===== config.mk =====
export PLATFORM = sky130hd
export DESIGN_NAME = lcd_timing_gen_flat
export DESIGN_NICKNAME = d
export VERILOG_FILES = /design/src/rtl/lcd_timing_pkg.sv /design/src/rtl/lcd_timing_gen_if.sv /design/src/rtl/lcd_axis_counter.sv /design/src/rtl/lcd_timing_gen.sv /design/src/flat_wrapper.sv
export SDC_FILE = /design/constraint.sdc
export NUM_CORES = 1
export LEC_CHECK = 0
export ABC_AREA = 1
export BUFFER_PORTS_ARGS = -buffer_cell sky130_fd_sc_hd__buf_2
export CAP_MARGIN = 10
export CELL_PAD_IN_SITES_DETAIL_PLACEMENT = 1
export CELL_PAD_IN_SITES_GLOBAL_PLACEMENT = 1
export CORE_UTILIZATION = 39
export CTS_CLUSTER_DIAMETER = 200
export DETAILED_ROUTE_END_ITERATION = 7
export GPL_ROUTABILITY_DRIVEN = 0
export PLACE_DENSITY_LB_ADDON = 0.12
export SETUP_SLACK_MARGIN = 0.15
export SLEW_MARGIN = 10
export SYNTH_ARGS = -nofsm -noshare
export SYNTH_HDL_FRONTEND = slang
export SYNTH_HIERARCHICAL = 1
export SYNTH_SLANG_ARGS = --single-unit

===== constraint.sdc =====
create_clock -name CLK -period 2.1 [get_ports CLK]
set_input_delay 0.63 -clock CLK [delete_from_list [all_inputs] [get_ports CLK]]
set_output_delay 0.63 -clock CLK [all_outputs]
set_load 0.02 [all_outputs]

===== src/rtl/lcd_timing_pkg.sv =====
// Shared LCD timing types and default 800x480 panel constants, used by the
// generator and by the capture-side line/frame counters.
package lcd_timing_pkg;

    localparam int CNT_W = 16;

    localparam int DEF_H_ACTIVE = 800;
    localparam int DEF_H_FP     = 40;
    localparam int DEF_H_SYNC   = 48;
    localparam int DEF_H_BP     = 40;
    localparam int DEF_V_ACTIVE = 480;
    localparam int DEF_V_FP     = 13;
    localparam int DEF_V_SYNC   = 3;
    localparam int DEF_V_BP     = 29;

    typedef enum logic [1:0] {
        REG_SYNC,
        REG_BP,
        REG_ACTIVE,
        REG_FP
    } region_t;

    typedef enum logic {
        ST_IDLE,
        ST_RUN
    } state_t;

endpackage


===== src/rtl/lcd_timing_gen_if.sv =====
// Sync/pixel-position bundle between the timing generator (master) and its
// consumers: LCD pins, overlay logic, capture-side counters (slave).
interface lcd_timing_gen_if;
    import lcd_timing_pkg::*;

    logic             ENABLE;
    logic             HS;
    logic             VS;
    logic             DE;
    logic [CNT_W-1:0] X;
    logic [CNT_W-1:0] Y;
    logic             FRAME_START;
    logic             BUSY;

    modport master (
        input  ENABLE,
        output HS, VS, DE, X, Y, FRAME_START, BUSY
    );

    modport slave (
        output ENABLE,
        input  HS, VS, DE, X, Y, FRAME_START, BUSY
    );

endinterface


===== src/rtl/lcd_axis_counter.sv =====
// One timing axis: a wrapping position counter split into SYNC/BP/ACTIVE/FP
// regions, with terminal-count flag and offset within the active region.
module lcd_axis_counter
    import lcd_timing_pkg::*;
#(
    parameter int SYNC   = 1,
    parameter int BP     = 1,
    parameter int ACTIVE = 1,
    parameter int FP     = 1
) (
    input  logic             CLK,
    input  logic             RESET,
    input  logic             clr,
    input  logic             step,
    output logic [CNT_W-1:0] cnt,
    output region_t          region,
    output logic             last,
    output logic [CNT_W-1:0] pos
);

    localparam logic [CNT_W-1:0] BP_START  = CNT_W'(SYNC);
    localparam logic [CNT_W-1:0] ACT_START = CNT_W'(SYNC + BP);
    localparam logic [CNT_W-1:0] FP_START  = CNT_W'(SYNC + BP + ACTIVE);
    localparam logic [CNT_W-1:0] LAST_CNT  = CNT_W'(SYNC + BP + ACTIVE + FP - 1);

    generate
        if (SYNC < 1 || BP < 1 || ACTIVE < 1 || FP < 1) begin : g_bad_timing
            $error("lcd_axis_counter: every timing parameter must be >= 1");
        end
        if (SYNC + BP + ACTIVE + FP > (1 << CNT_W)) begin : g_bad_length
            $error("lcd_axis_counter: axis length does not fit the counter");
        end
    endgenerate

    always_ff @(posedge CLK or posedge RESET) begin
        if (RESET) begin
            cnt <= '0;
        end else if (clr) begin
            cnt <= '0;
        end else if (step) begin
            cnt <= last ? '0 : cnt + 1'b1;
        end
    end

    always_comb begin
        region = REG_FP;
        if (cnt < BP_START) begin
            region = REG_SYNC;
        end else if (cnt < ACT_START) begin
            region = REG_BP;
        end else if (cnt < FP_START) begin
            region = REG_ACTIVE;
        end
    end

    assign last = (cnt == LAST_CNT);
    assign pos  = (region == REG_ACTIVE) ? cnt - ACT_START : '0;

endmodule


===== src/rtl/lcd_timing_gen.sv =====
// LCD timing generator: HS/VS/DE and active pixel coordinates from one pixel
// clock, with whole-frame start/stop under ENABLE. Outputs lag (h,v) by one clock.
module lcd_timing_gen
    import lcd_timing_pkg::*;
#(
    parameter int H_ACTIVE = DEF_H_ACTIVE,
    parameter int H_FP     = DEF_H_FP,
    parameter int H_SYNC   = DEF_H_SYNC,
    parameter int H_BP     = DEF_H_BP,
    parameter int V_ACTIVE = DEF_V_ACTIVE,
    parameter int V_FP     = DEF_V_FP,
    parameter int V_SYNC   = DEF_V_SYNC,
    parameter int V_BP     = DEF_V_BP
) (
    input  logic              CLK,
    input  logic              RESET,
    lcd_timing_gen_if.master  bus
);

    state_t           state;
    logic             run;
    logic [CNT_W-1:0] h_cnt, v_cnt;
    logic [CNT_W-1:0] h_pos, v_pos;
    region_t          h_region, v_region;
    logic             h_last, v_last;
    logic             v_active;
    logic             de_next;

    assign run = (state == ST_RUN);

    // Counters sit at 0 throughout IDLE so the first RUN cycle is h=0, v=0.
    lcd_axis_counter #(
        .SYNC   (H_SYNC),
        .BP     (H_BP),
        .ACTIVE (H_ACTIVE),
        .FP     (H_FP)
    ) u_h_axis (
        .CLK    (CLK),
        .RESET  (RESET),
        .clr    (!run),
        .step   (run),
        .cnt    (h_cnt),
        .region (h_region),
        .last   (h_last),
        .pos    (h_pos)
    );

    lcd_axis_counter #(
        .SYNC   (V_SYNC),
        .BP     (V_BP),
        .ACTIVE (V_ACTIVE),
        .FP     (V_FP)
    ) u_v_axis (
        .CLK    (CLK),
        .RESET  (RESET),
        .clr    (!run),
        .step   (run && h_last),
        .cnt    (v_cnt),
        .region (v_region),
        .last   (v_last),
        .pos    (v_pos)
    );

    assign v_active = run && (v_region == REG_ACTIVE);
    assign de_next  = v_active && (h_region == REG_ACTIVE);

    always_ff @(posedge CLK or posedge RESET) begin
        if (RESET) begin
            state           <= ST_IDLE;
            bus.HS          <= 1'b1;
            bus.VS          <= 1'b1;
            bus.DE          <= 1'b0;
            bus.X           <= '0;
            bus.Y           <= '0;
            bus.FRAME_START <= 1'b0;
            bus.BUSY        <= 1'b0;
        end else begin
            // ENABLE only matters when idle or on the final clock of a frame.
            case (state)
                ST_IDLE: if (bus.ENABLE) state <= ST_RUN;
                ST_RUN:  if (h_last && v_last && !bus.ENABLE) state <= ST_IDLE;
                default: state <= ST_IDLE;
            endcase

            bus.HS          <= !(run && (h_region == REG_SYNC));
            bus.VS          <= !(run && (v_region == REG_SYNC));
            bus.DE          <= de_next;
            bus.X           <= de_next ? h_pos : '0;
            bus.Y           <= v_active ? v_pos : '0;
            bus.FRAME_START <= run && (h_cnt == '0) && (v_cnt == '0);
            bus.BUSY        <= run;
        end
    end

endmodule


===== src/flat_wrapper.sv =====
// flat-port wrapper written by rule: the top's interface ports become plain ports
module lcd_timing_gen_flat import lcd_timing_pkg::*;
#(
    parameter int H_ACTIVE = DEF_H_ACTIVE,
    parameter int H_FP     = DEF_H_FP,
    parameter int H_SYNC   = DEF_H_SYNC,
    parameter int H_BP     = DEF_H_BP,
    parameter int V_ACTIVE = DEF_V_ACTIVE,
    parameter int V_FP     = DEF_V_FP,
    parameter int V_SYNC   = DEF_V_SYNC,
    parameter int V_BP     = DEF_V_BP
)
  (CLK, RESET, bus_ENABLE, bus_HS, bus_VS, bus_DE, bus_X, bus_Y, bus_FRAME_START, bus_BUSY);
  lcd_timing_gen_if bus_i ();
  input  logic CLK;
  input  logic RESET;
  input wire logic [$bits(bus_i.ENABLE)-1:0] bus_ENABLE;
  output wire logic [$bits(bus_i.HS)-1:0] bus_HS;
  output wire logic [$bits(bus_i.VS)-1:0] bus_VS;
  output wire logic [$bits(bus_i.DE)-1:0] bus_DE;
  output wire logic [$bits(bus_i.X)-1:0] bus_X;
  output wire logic [$bits(bus_i.Y)-1:0] bus_Y;
  output wire logic [$bits(bus_i.FRAME_START)-1:0] bus_FRAME_START;
  output wire logic [$bits(bus_i.BUSY)-1:0] bus_BUSY;
  assign bus_i.ENABLE = bus_ENABLE;
  assign bus_HS = bus_i.HS;
  assign bus_VS = bus_i.VS;
  assign bus_DE = bus_i.DE;
  assign bus_X = bus_i.X;
  assign bus_Y = bus_i.Y;
  assign bus_FRAME_START = bus_i.FRAME_START;
  assign bus_BUSY = bus_i.BUSY;
  lcd_timing_gen #(.H_ACTIVE(H_ACTIVE), .H_FP(H_FP), .H_SYNC(H_SYNC), .H_BP(H_BP), .V_ACTIVE(V_ACTIVE), .V_FP(V_FP), .V_SYNC(V_SYNC), .V_BP(V_BP)) u_core (.CLK(CLK), .RESET(RESET), .bus(bus_i));
endmodule

==> reports/metrics.json <==
{
  "grt_first_pass_wirelength": {"value": 19100, "unit": "um"},
  "cp_num_cells": {"value": 12},
  "route.final.wire_length": {"value": 11600, "unit": "um"},
  "ir_drop": {"value": 0.000427, "unit": "V"},
  "path_class": {"value": "flip-flop to flip-flop"},
  "timing.slew.headroom": {"value": 0.555},
  "postSynthRegisterBits": {"value": 70},
  "final_hold_viol_count": {"value": 0},
  "critPathRequiredTime": {"value": 2.34, "unit": "ns"},
  "clock_sink_count": {"value": 70},
  "antenna_diode_instance_count": {"value": 0},
  "mappedNetlistArea": {"value": 0.00413, "unit": "mm2"},
  "io_buffer_count": {"value": 39},
  "clk_pin_slew": {"value": 0.09, "unit": "ns"},
  "area_added_between_synthesis_and_finish": {"value": 22.1, "unit": "%"},
  "fp.dieW": {"value": 105, "unit": "um"},
  "die_y": {"value": 105, "unit": "um"},
  "grt_setup_unrepaired": {"value": "yes"},
  "detailroute.via_count": {"value": 3709},
  "status": {"value": "completed"},
  "power_leakage": {"value": 2.60, "unit": "nW"},
  "die_area": {"value": 0.0110, "unit": "mm2"},
  "gr-total-overflow": {"value": 0},
  "route.detailed.vias_per_inst": {"value": 4.79},
  "syn_area_per_cell": {"value": 7.50, "unit": "um2"},
  "grt_max_degree": {"value": 39},
  "drc": {"value": 0},
  "count_of_flip_flops_with_a_built_in_enable_after_synthesis": {"value": 0},
  "synth_seq_area_share": {"value": 0.425},
  "synth_top_area_cell": {"value": "sky130_fd_sc_hd__dfrtp_1"},
  "crit_path_max_fanout": {"value": 8},
  "max_stage_delay": {"value": 0.41, "unit": "ns"},
  "unique_masters_post_synth": {"value": 37},
  "final_net_count": {"value": 643},
  "tritoncts_clock_tree": {"value": "done"},
  "tightestPinTransition": {"value": 0.667, "unit": "ns"},
  "pin_count": {"value": 40},
  "synth_flop_cell": {"value": "sky130_fd_sc_hd__dfrtp_1"},
  "crit_path_start_kind": {"value": "flip-flop"},
  "path_delay_family": {"value": "simple AND/OR/NAND/NOR gates"},
  "fin_crit_sh": {"value": 0.936},
  "async_flop_share": {"value": 1.00},
  "fin_worst_skew": {"value": 0.0104, "unit": "ns"},
  "cts-root-buf": {"value": "sky130_fd_sc_hd__clkbuf_8"},
  "synthesis.yosys.warnings": {"value": 6},
  "most_common_cell_after_layout_fill_and_taps_aside": {"value": "sky130_fd_sc_hd__nor2_1"},
  "avgRoutedWirePerCell": {"value": 15.0, "unit": "um"},
  "finalSetupTns": {"value": 0, "unit": "ns"},
  "start_util": {"value": 0.402},
  "dpl_hpwl": {"value": 8730, "unit": "um"},
  "cell_count_of_the_worst_reg_to_reg_path": {"value": 12},
  "worstHoldPathType": {"value": "input pin to async pin"},
  "slew_viol_final": {"value": 0},
  "postPlaceCellArea": {"value": 0.00462, "unit": "mm2"},
  "critPathSlowestCell": {"value": "sky130_fd_sc_hd__dfrtp_1"},
  "antenna_found_initial": {"value": 0},
  "drt_iter0_drc": {"value": 164},
  "detail_route.first_pass.iterations": {"value": 4},
  "layout.cells.most_common_list": {"value": "sky130_fd_sc_hd__nor2_1 (129), sky130_fd_sc_hd__nand2_1 (95), sky130_fd_sc_hd__inv_1 (86)"},
  "globalRouteTotalUtil": {"value": 0.221},
  "fin_crit": {"value": 1.97, "unit": "ns"},
  "grt_pass1_vias": {"value": 3816},
  "rows": {"value": 37},
  "maxCapViolations": {"value": 0},
  "route.antenna.remaining_nets": {"value": 0},
  "synthCells": {"value": 550},
  "final_layout_size_suffix_gt1_frac": {"value": 0.269},
  "number_of_fill_cells": {"value": 1330},
  "arrival": {"value": 2.21, "unit": "ns"},
  "cp_cell_sequence": {"value": "ha_4 -> nand3_4 -> nor4_4 -> nand2_1 -> inv_2 -> nor2_4 -> nor2_4 -> nand2_4 -> nor2_4 -> nand2_1 -> nand2_1 -> nor2_1"},
  "report.final.setup_viol": {"value": 0},
  "worstPathBufferInverterCount": {"value": 1},
  "worst_skew_pair.late_latency": {"value": 0.35, "unit": "ns"},
  "max_clock_freq": {"value": 509, "unit": "MHz"},
  "p_per_area": {"value": 748, "unit": "mW/mm2"},
  "core_region_area": {"value": 0.0103, "unit": "mm2"},
  "maximum_level_of_the_cts_h_tree": {"value": 3},
  "ctsLongestPathBuffers": {"value": 2},
  "crit_path_end_kind": {"value": "flip-flop"},
  "synth.top_cells.by_area": {"value": "sky130_fd_sc_hd__dfrtp_1 (41%), sky130_fd_sc_hd__nor2_1 (12%), sky130_fd_sc_hd__nand2_1 (8.7%), sky130_fd_sc_hd__inv_1 (8.0%), sky130_fd_sc_hd__nand4_1 (3.3%)"},
  "synth.top_cell.area_share": {"value": 0.412},
  "stdcell_area": {"value": 0.00504, "unit": "mm2"},
  "cts_made_buffers": {"value": 9}
}
-- metrics by stage --
step | util | power, mW | worst slack, ns | hold WS (ns) | instances
final | 0.490 | 3.77 | 0.134 | 0.406 | 775
after global routing | 0.490 | 4.01 | 0.00895 | 0.435 | 775
after CTS | 0.476 | 3.72 | 0.159 | 0.418 | 767
after detailed placement | 0.450 | 2.60 | 0.00272 | 0.567 | 746
after global placement | 0.450 | 2.58 | 0.116 | 0.532 | 746
after floorplan | - | 2.30 | 0.153 | 0.506 | 554
-- layout make-up --
type,count,area [um2],share of cell area
multi-input combinational,374,1980,0.394
sequential,70,1760,0.349
timing repair buffer,88,583,0.116
inverter,91,347,0.0688
tap,136,170,0.0338
clock buffer,9,124,0.0246
clock inverter,7,73.8,0.0147
-- report_power, final --
part           internal [mW]  switching [mW]  leakage, nW  total, mW
Clock                  0.553           0.554       0.0996       1.11
Sequential              1.44          0.0811        0.944       1.52
Combinational          0.427           0.716         1.56       1.14
Total                   2.42            1.35         2.60       3.77
-- synthesized netlist by cell type, types with 2 or more instances --
cell,number
sky130_fd_sc_hd__xor2_1,13
sky130_fd_sc_hd__nand3_1,20
sky130_fd_sc_hd__buf_4,9
sky130_fd_sc_hd__dfrtp_1,68
sky130_fd_sc_hd__buf_2,4
sky130_fd_sc_hd__nand3_2,4
sky130_fd_sc_hd__nand2_1,96
sky130_fd_sc_hd__a21oi_1,6
sky130_fd_sc_hd__nor2_4,4
sky130_fd_sc_hd__or2_2,2
sky130_fd_sc_hd__nor4_1,2
sky130_fd_sc_hd__nor2_2,20
sky130_fd_sc_hd__nand2_4,4
sky130_fd_sc_hd__nor3_1,6
sky130_fd_sc_hd__a21oi_2,3
sky130_fd_sc_hd__o21bai_1,2
sky130_fd_sc_hd__conb_1,2
sky130_fd_sc_hd__nand4_1,22
sky130_fd_sc_hd__dfstp_2,2
sky130_fd_sc_hd__buf_6,5
sky130_fd_sc_hd__o21ai_1,2
sky130_fd_sc_hd__o21ai_0,12
sky130_fd_sc_hd__ha_1,6
sky130_fd_sc_hd__inv_1,88
sky130_fd_sc_hd__nor2_1,131
sky130_fd_sc_hd__nand2_2,6
-- registers in the layout, indices dropped and copies added (netlist names), 16 cells and up --
name / cells
u_core/u_v_axis/cnt: 16
u_core/bus.Y: 16
u_core/u_h_axis/cnt: 16
u_core/bus.X: 16
-- path summary, 6_finish.rpt --
path | to | slack [ns] | start
worst min register to register | u_core/bus.FRAME_START | 0.62 | u_core/u_v_axis/cnt[13]
max in group asynchronous | u_core/u_h_axis/cnt[4] | 1.22 | RESET
worst max register to register | u_core/u_v_axis/cnt[15] | 0.13 | u_core/u_h_axis/cnt[1]
min in group CLK | u_core/run | 0.51 | bus_ENABLE
worst min-delay path | u_core/u_h_axis/cnt[7] | 0.41 | RESET
worst max-delay path | u_core/u_v_axis/cnt[15] | 0.13 | u_core/u_h_axis/cnt[1]
-- what timing repair did --
action,CTS,global route
gates resized for setup,7,21
buffers inserted,5,8
pin swaps,3,10
hold buffers,0,0
setup endpoints to repair,26,39
-- cell families (layout without fill, tap and decap cells) --
kind of cell / count (synthesis) / in the layout / share of synthesized area
other cells: 2 / 6 / 0.00182
xor+xnor: 14 / 14 / 0.0297
flops: 70 / 70 / 0.425
fa+ha+maj: 6 / 6 / 0.0182
simple gates: 322 / 322 / 0.364
buf+inv: 110 / 195 / 0.123
compound gates: 26 / 26 / 0.0382
-- layer usage --
layer | wire, um | part of all wire | vias to the layer above | GRT usage
li1 | - | - | 1825 | -
met1 | 5970 | 0.51 | 1823 | 0.323
met2 | 5250 | 0.45 | 53 | 0.343
met3 | 295 | 0.025 | 8 | 0.0231
met4 | 106 | 0.0091 | 0 | 0.0734
met5 | 0 | 0 | - | 0
Note: power is estimated with default switching activity, not from simulation.
